## config.mk

```make
export PLATFORM = sky130hd
export DESIGN_NAME = if_fetch_stage_flat
export DESIGN_NICKNAME = d
export VERILOG_FILES = /design/src/rtl/mips_pkg.sv /design/src/rtl/if_fetch_stage_if.sv /design/src/rtl/fetch_skid_buf.sv /design/src/rtl/if_fetch_stage.sv /design/src/flat_wrapper.sv
export SDC_FILE = /design/constraint.sdc
export NUM_CORES = 1
export LEC_CHECK = 0
export CAP_MARGIN = 20
export CORE_ASPECT_RATIO = 0.9
export CORE_MARGIN = 2
export CORE_UTILIZATION = 25
export DETAILED_ROUTE_END_ITERATION = 12
export GPL_ROUTABILITY_DRIVEN = 0
export PLACE_DENSITY = 0.5
export RECOVER_POWER = 100
export SLEW_MARGIN = 20
export SYNTH_ARGS = -nofsm -noshare
export SYNTH_HDL_FRONTEND = slang
export SYNTH_SLANG_ARGS = --single-unit
export TNS_END_PERCENT = 100
```

## constraint.sdc

```tcl
create_clock -name clk -period 1.8 [get_ports clk]
set_input_delay 0.36 -clock clk [delete_from_list [all_inputs] [get_ports clk]]
set_output_delay 0.36 -clock clk [all_outputs]
set_load 0.02 [all_outputs]
```

## src/rtl/mips_pkg.sv

```systemverilog
// mips_pkg: shared fetch constants (NOP word, default PC width, fetch FSM encoding)
package mips_pkg;
  localparam int PC_W_DEF = 6;
  localparam logic [31:0] NOP_INSTR = 32'h0;
  localparam logic [1:0] FETCH = 2'd0;
  localparam logic [1:0] HOLD = 2'd1;
  localparam logic [1:0] DRAIN = 2'd2;
endpackage

```

## src/rtl/if_fetch_stage_if.sv

```systemverilog
// if_fetch_stage_if: instruction-memory req/ack port (IMemReq/IMemAddr out of fetch, IMemData/IMemAck back)
interface if_fetch_stage_if import mips_pkg::*; #(parameter int PC_WIDTH = PC_W_DEF) ();
  logic IMemReq;
  logic [PC_WIDTH-1:0] IMemAddr;
  logic [31:0] IMemData;
  logic IMemAck;
  modport master (output IMemReq, IMemAddr, input IMemData, IMemAck);
  modport slave (input IMemReq, IMemAddr, output IMemData, IMemAck);
endinterface

```

## src/rtl/fetch_skid_buf.sv

```systemverilog
// fetch_skid_buf: one-entry instruction+PCNext holding buffer; ports clk/rst(low), load, clear(unload), in_*/out_*, full
module fetch_skid_buf import mips_pkg::*; #(parameter int W = PC_W_DEF) (
  input  logic         clk,
  input  logic         rst,
  input  logic         load,
  input  logic         clear,
  input  logic [31:0]  in_instr,
  input  logic [W-1:0] in_pcn,
  output logic [31:0]  out_instr,
  output logic [W-1:0] out_pcn,
  output logic         full
);
  always_ff @(posedge clk)
    if (!rst || clear) begin
      full <= 1'b0;
      out_instr <= NOP_INSTR;
      out_pcn <= '0;
    end else if (load) begin
      full <= 1'b1;
      out_instr <= in_instr;
      out_pcn <= in_pcn;
    end
endmodule

```

## src/rtl/if_fetch_stage.sv

```systemverilog
// if_fetch_stage: PC + req/ack fetch FSM + IF/ID register; clk, rst(sync low), hazard/redirect inputs, imem master port, IF/ID outputs, EPC
module if_fetch_stage import mips_pkg::*; #(
  parameter int PC_WIDTH = PC_W_DEF,
  parameter logic [PC_WIDTH-1:0] RESET_PC = '0,
  parameter logic [PC_WIDTH-1:0] EXC_VECTOR = 6'd60
) (
  input  logic                clk,
  input  logic                rst,
  input  logic                Stall,
  input  logic                Branch,
  input  logic                Iguales,
  input  logic                IF_Flush,
  input  logic                Exception,
  input  logic [PC_WIDTH-1:0] ALUR,
  if_fetch_stage_if.master    imem,
  output logic [31:0]         Instruction,
  output logic [PC_WIDTH-1:0] PCNext,
  output logic                IFID_Valid,
  output logic [PC_WIDTH-1:0] EPC
);
  logic [1:0] st, st_d;
  logic live, req, acc, redir, ld_ifid, ifid_v, buf_ld, buf_clr, buf_full;
  logic [PC_WIDTH-1:0] pc, pc_d, drain_addr, ifid_p, buf_p;
  logic [31:0] ifid_i, buf_i;
  assign req = live & (st != HOLD);
  assign acc = req & imem.IMemAck;
  assign redir = Exception | (Branch & Iguales & ~Stall);
  assign imem.IMemReq = req;
  assign imem.IMemAddr = st == DRAIN ? drain_addr : pc;
  fetch_skid_buf #(.W(PC_WIDTH)) u_buf (
    .clk(clk), .rst(rst), .load(buf_ld), .clear(buf_clr),
    .in_instr(imem.IMemData), .in_pcn(pc + 1'b1),
    .out_instr(buf_i), .out_pcn(buf_p), .full(buf_full)
  );
  always_comb begin
    pc_d = pc;
    st_d = st;
    ld_ifid = 1'b0;
    ifid_i = NOP_INSTR;
    ifid_p = PCNext;
    ifid_v = 1'b0;
    buf_ld = 1'b0;
    buf_clr = 1'b0;
    if (redir) begin
      pc_d = Exception ? EXC_VECTOR : ALUR;
      buf_clr = 1'b1;
      ld_ifid = 1'b1;
      st_d = (req & ~imem.IMemAck) ? DRAIN : FETCH;
    end else if (st == FETCH && acc) begin
      pc_d = pc + 1'b1;
      buf_ld = Stall;
      ld_ifid = ~Stall;
      ifid_i = imem.IMemData;
      ifid_p = pc + 1'b1;
      ifid_v = 1'b1;
      st_d = Stall ? HOLD : FETCH;
    end else if (buf_full && !Stall) begin
      buf_clr = 1'b1;
      ld_ifid = 1'b1;
      ifid_i = buf_i;
      ifid_p = buf_p;
      ifid_v = 1'b1;
      st_d = FETCH;
    end else if (st == DRAIN && acc) begin
      st_d = FETCH;
    end
    if (IF_Flush) begin
      ld_ifid = 1'b1;
      ifid_i = NOP_INSTR;
      ifid_v = 1'b0;
    end
  end
  // live keeps IMemReq low for the first cycle after reset so a late ack to a pre-reset request is ignored
  always_ff @(posedge clk)
    if (!rst) begin
      st <= FETCH;
      live <= 1'b0;
      pc <= RESET_PC;
      drain_addr <= RESET_PC;
      Instruction <= NOP_INSTR;
      PCNext <= '0;
      IFID_Valid <= 1'b0;
      EPC <= '0;
    end else begin
      st <= st_d;
      live <= 1'b1;
      pc <= pc_d;
      if (st == FETCH) drain_addr <= pc;
      if (ld_ifid) begin
        Instruction <= ifid_i;
        PCNext <= ifid_p;
        IFID_Valid <= ifid_v;
      end
      if (Exception) EPC <= PCNext - 1'b1;
    end
endmodule

```

## src/flat_wrapper.sv

```systemverilog
// flat-port wrapper written by rule: the top's interface ports become plain ports
module if_fetch_stage_flat import mips_pkg::*;
#(
  parameter int PC_WIDTH = PC_W_DEF,
  parameter logic [PC_WIDTH-1:0] RESET_PC = '0,
  parameter logic [PC_WIDTH-1:0] EXC_VECTOR = 6'd60
)
  (clk, rst, Stall, Branch, Iguales, IF_Flush, Exception, ALUR, Instruction, PCNext, IFID_Valid, EPC, imem_IMemReq, imem_IMemAddr, imem_IMemData, imem_IMemAck);
  if_fetch_stage_if #(.PC_WIDTH(PC_WIDTH)) imem_i ();
  input  logic clk;
  input  logic rst;
  input  logic Stall;
  input  logic Branch;
  input  logic Iguales;
  input  logic IF_Flush;
  input  logic Exception;
  input  logic [PC_WIDTH-1:0] ALUR;
  output logic [31:0] Instruction;
  output logic [PC_WIDTH-1:0] PCNext;
  output logic IFID_Valid;
  output logic [PC_WIDTH-1:0] EPC;
  output wire logic [$bits(imem_i.IMemReq)-1:0] imem_IMemReq;
  output wire logic [$bits(imem_i.IMemAddr)-1:0] imem_IMemAddr;
  input wire logic [$bits(imem_i.IMemData)-1:0] imem_IMemData;
  input wire logic [$bits(imem_i.IMemAck)-1:0] imem_IMemAck;
  assign imem_IMemReq = imem_i.IMemReq;
  assign imem_IMemAddr = imem_i.IMemAddr;
  assign imem_i.IMemData = imem_IMemData;
  assign imem_i.IMemAck = imem_IMemAck;
  if_fetch_stage #(.PC_WIDTH(PC_WIDTH), .RESET_PC(RESET_PC), .EXC_VECTOR(EXC_VECTOR)) u_core (.clk(clk), .rst(rst), .Stall(Stall), .Branch(Branch), .Iguales(Iguales), .IF_Flush(IF_Flush), .Exception(Exception), .ALUR(ALUR), .imem(imem_i), .Instruction(Instruction), .PCNext(PCNext), .IFID_Valid(IFID_Valid), .EPC(EPC));
endmodule
```

### Yosys cells after proc, flatten, opt, wreduce, memory -nomap -nowiden

Cells that the tools add are included.

* flip-flop bits (word level): 99
* input bits: 46
* logic and storage cells: 63

* $add $sub $neg: 2
* equality and inequality tests: 2
* muxes and demuxes: 28
* bitwise operators: 9
* reduce and logical (&&, ||, !) cells: 11

Operators by type and width (count)
* 2-to-1 mux 32 bit: 4
* 2-to-1 mux 6 bit: 6
* 2-to-1 mux 1 bit: 13
* 2-to-1 mux 2 bit: 5
* adder 6 x 1 -> 6 bit, second input constant: 1
* subtractor 6 x 1 -> 6 bit, second input constant: 1
* bitwise AND 1 bit: 5
* nonzero test 2 bit: 2
* nonzero test 4 bit: 1
* logical AND 1 bit: 3
* NOT 1 bit: 3
* AND reduction 3 bit: 1
* equality test 2 bit, second input constant: 1
* logical NOT 1 bit: 2
* logical NOT 2 bit: 1
* inequality test 2 x 1 -> 1 bit, second input constant: 1
* logical OR 1 bit: 1
* OR 1 bit: 1

### Depth between registers and ports, before layout

* depth in word-level cells: 8
* gate-level depth with buffers: 6

### Modules after synthesis

Synthesis repeated with hierarchy kept, for this count alone.

* cells, all modules: 516
* area total of the unflattened synthesis: 4654.5 µm²

By module, submodules not included
* if_fetch_stage: instances 1, cells an instance 389, area each 3253.1 µm²
* fetch_skid_buf: instances 1, cells an instance 127, area each 1401.3 µm²

### Worst setup path after synthesis

No wires, ideal clock.

* kind: reg2out
* start: register u_core.st[1]
* end: output imem_IMemAddr[0]
* arrival time: 1.235 ns
* setup slack: 0.205 ns
* cell stages (with the launch flop): 5
* buffers on the path: 1
* cell sequence: dfxtp_1 buf_2 inv_1 nor2_1 mux2_2

* longest elaborated chain between the ends: 2

Ends and longest elaborated chain
* start, declared: line if_fetch_stage.sv:21 `logic [1:0] st, st_d;`
* start signal, assigned: line if_fetch_stage.sv:85 `st <= st_d;`
* equality test 2 bit: line if_fetch_stage.sv:29 `assign imem.IMemAddr = st == DRAIN ? drain_addr : pc;`
* 2-to-1 mux 6 bit: line if_fetch_stage.sv:29
* end, declared: line flat_wrapper.sv:23 `output wire logic [$bits(imem_i.IMemAddr)-1:0] imem_IMemAddr;`

Every way passes these cells.

### Final worst setup path

* start: register u_core.st[1]
* end: output imem_IMemAddr[2]

The elaborated chain is that of the path after synthesis.

==> summary.md <==
| Metric | Value |
|---|---|
| Largest net degree at the start of global routing | 34 |
| Min-delay worst type | reg -> reg |
| Commonest non-fill, non-tap cell in the layout | dfxtp_1 |
| Initial Utilization | 25.6% |
| Clock transition at path regs | approximately 0.070 ns |
| Post-synth ARST share | 0% |
| Detailed placement HPWL | 8.40 mm |
| Maximum vdd drop | 0.460 mV |
| Syn_nets | 534 |
| Ports | 98 |
| Initial antenna violation count | 0 |
| Cell Rows | 44 |
| Nets | 650 |
| Placed cell count | 790 |
| Outcome | finished, final reports clean |
| TritonCTS Buffers | 9 |
| Proportion of layout cells with a drive suffix above 1 | 14.5% |
| Filler-free cell count of the finished design | 814 |
| Number of synthesized register bits | approximately 100 |
| Die height | 126 um |
| Place WS | -0.402 ns |
| DRT iter0 DRCs | 251 |
| Vias | 3902 |
| Gr usage total | 13.7% |
| CP max stage cell | dfxtp_2 |
| Final Hold Viols | 0 |
| Die ar. | between 15000 and 20000 um^2 |
| Syn_area_per_cell | 8.48 um^2 |
| Worst Path Required | 1.44 ns |
| Worst-margin pin slew | roughly 0.49 ns |
| RSZ-0062 raised after global routing | yes |
| Hold-fix buffers at CTS | 0 |
| Post-route minimum period | ~1.8 ns |
| Die span in x | 139 um |
| Critical path fanouts, max | 6 |
| Worst skew pair latency | 0.35 ns |
| Top_reg_cell synth | dfxtp_1 |
| Number of remaining DRC errors | 0 |
| Vias in the first global route | about 3800 |
| CTS sink cnt | 99 |
| First-pass GRT wire length | roughly 19 mm |
| CTS tree | done |
| Critical Path Sink Type | primary output |
| Critical path type | reg -> out |
| Maxcap violations | 0 |
| Core ar. | between 15000 and 20000 um^2 |
| Number of flops mapped to enable cells by yosys | 0 |
| CP Data Arrival Time | 1.43 ns |
| P per Cell Area | between 800 and 900 nW/um^2 |
| Post-DRT Antenna Nets | 0 |
| Max-slew violations | 0 |
| Critical Path, Cell by Cell | inv_2 -> nor2_1 -> buf_4 -> mux2_4 -> buf_6 |
| Warnings from Yosys | 0 |
| Detailed Routing Iterations Pass 1 | 4 |
| Fraction of the cycle the final worst path needs | 99.2% |
| Syn Inst Count | 486 |
| Setup ws final | 0.0148 ns |
| Antenna cell count | 0 |
| Clock Tree Buf Depth | 2 |
| CP bufs+invs | 3 |
| Leak pwr | 2.13 nW |
| Synth Cell Area | 4120 um^2 |
| Startpoint Class | flop |
| IO buf count | 97 |
| Fmax | 560 MHz |
| Routed WL per cell | 15.3 um |
| Total congestion overflow | 0 |
| Via-to-Cell Ratio | around 4.8 |
| Cell family with the largest share of critical-path delay | buffers and inverters |
| Register area share after synthesis | between 40 and 50% |
| Commonest cells after routing, fill and taps aside | 98 x dfxtp_1, 84 x nand2_1, 60 x clkdlybuf4s50_1, 51 x nor2_1, 47 x a21oi_1 |
| Library cells used by synthesis | 47 |
| Skew final | between 0.006 and 0.007 ns |
| Max incr delay on CP | 0.33 ns |
| Post-Route WL | 12.5 mm |
| Layout Area Growth over Synthesis | 46.3% |
| Final setup viols | 0 |
| Slew HR | around 67% |
| Clk root buf | clkbuf_16 |
| CTS HTree Levels | 3 |
power by group:
part	switching (W)	total, W	internal, W
Clock	0.000849	0.00197	0.00112
Combinational	0.000351	0.000686	0.000335
Sequential	0.0000348	0.00228	0.00224
registers in the layout, indices dropped and copies added (netlist names):
name / flops
u_core.st: 2
u_core.EPC: 6
u_core.IFID_Valid: 1
u_core.PCNext: 6
u_core.u_buf.full: 1
u_core.pc: 6
u_core.live: 1
u_core.drain_addr: 6
u_core.u_buf.out_instr: 32
u_core.Instruction: 32
u_core.u_buf.out_pcn: 6
path summary, 6_finish.rpt:
check | start | end | slack (ns) | cells past startpoint
worst max-delay path | u_core.st[1] | imem_IMemAddr[2] | 0.01 | 5
worst min-delay path | u_core.u_buf.out_instr[17] | u_core.u_buf.out_instr[17] | 0.46 | 2
worst max register to register | u_core.st[0] | u_core.PCNext[4] | 0.08 | 7
worst min register to register | u_core.u_buf.out_instr[17] | u_core.u_buf.out_instr[17] | 0.46 | 2
synthesized netlist by cell type, types with 2 or more instances:
master	instances	area, um^2
o211ai_1	3	22.5
dfxtp_1	99	1980
a21oi_1	47	235
xor2_1	4	35.0
or3_1	5	31.3
o31ai_1	2	15.0
ha_1	2	25.0
nand3_1	4	20.0
a311oi_1	3	26.3
nand3b_1	2	15.0
inv_1	6	22.5
clkbuf_1	13	48.8
nand2_1	85	319
buf_1	4	15.0
and2_1	3	18.8
nor2_1	51	191
mux2_2	6	67.6
buf_2	22	110
nand2b_1	3	18.8
a211oi_1	42	315
nor3_1	10	50.1
xnor2_1	6	52.6
o22ai_1	33	206
o21ai_0	8	40.0
kinds of logic (layout without fill, tap and decap cells):
family                   count (synthesis)  in the layout  share of synthesized area, %
flip-flops                              99             99                          48.1
AO/OA/AOI/OAI                          150            150                          23.6
AND/OR/NAND/NOR                        171            171                          18.7
buffers and inverters                   47            168                          5.04
multiplexers                             7              7                          1.88
XOR/XNOR                                10             10                          2.12
adder cells (fa/ha/maj)                  2              2                         0.607
per-layer routing:
| layer | track usage, % | wire length, um | vias to the layer above |
|---|---|---|---|
| li1 | - | - | 1958 |
| met3 | 3.92 | 604 | 9 |
| met4 | 3.80 | 124 | 0 |
| met1 | 19.0 | 6270 | 1838 |
| met5 | 0 | 0 | - |
| met2 | 21.0 | 5490 | 97 |
through the flow:
stage / cell area, um^2 / TNS, ns / total power [W] / hold WS, ns / util [%]
6_report: 6030 / 0 / 0.00493 / 0.458 / 37.4
3_3_place_gp: 5570 / -22.11 / 0.00297 / 0.442 / 34.5
5_1_grt: 6030 / -1.08 / 0.00516 / 0.472 / 37.4
2_1_floorplan: 4120 / 0 / 0.00264 / 0.388 / -
3_5_place_dp: 5570 / -25.45 / 0.00298 / 0.447 / 34.5
4_1_cts: 5920 / -0.0187 / 0.00497 / 0.457 / 36.7
layout make-up:
class	instances	area (um^2)
Clock inverter	5	62.6
Clock buffer	11	243
Multi-Input combinational cell	340	2000
Sequential cell	99	1980
Inverter	7	26.3
Timing Repair Buffer	145	1450
Tap cell	207	259
Fill cell	1617	10100
tightest hold or removal path, stage by stage (launching register included):
cell and delay (ns):
dfxtp_1 0.31, nand2_1 0.05, a21oi_1 0.05
repair_timing:
action	CTS	global route
endpoints found under the setup margin	11	51
setup buffers	0	4
pin swaps	0	5
gates cloned	0	4
gates resized for setup	49	14
(Power assumes the default switching activity.)
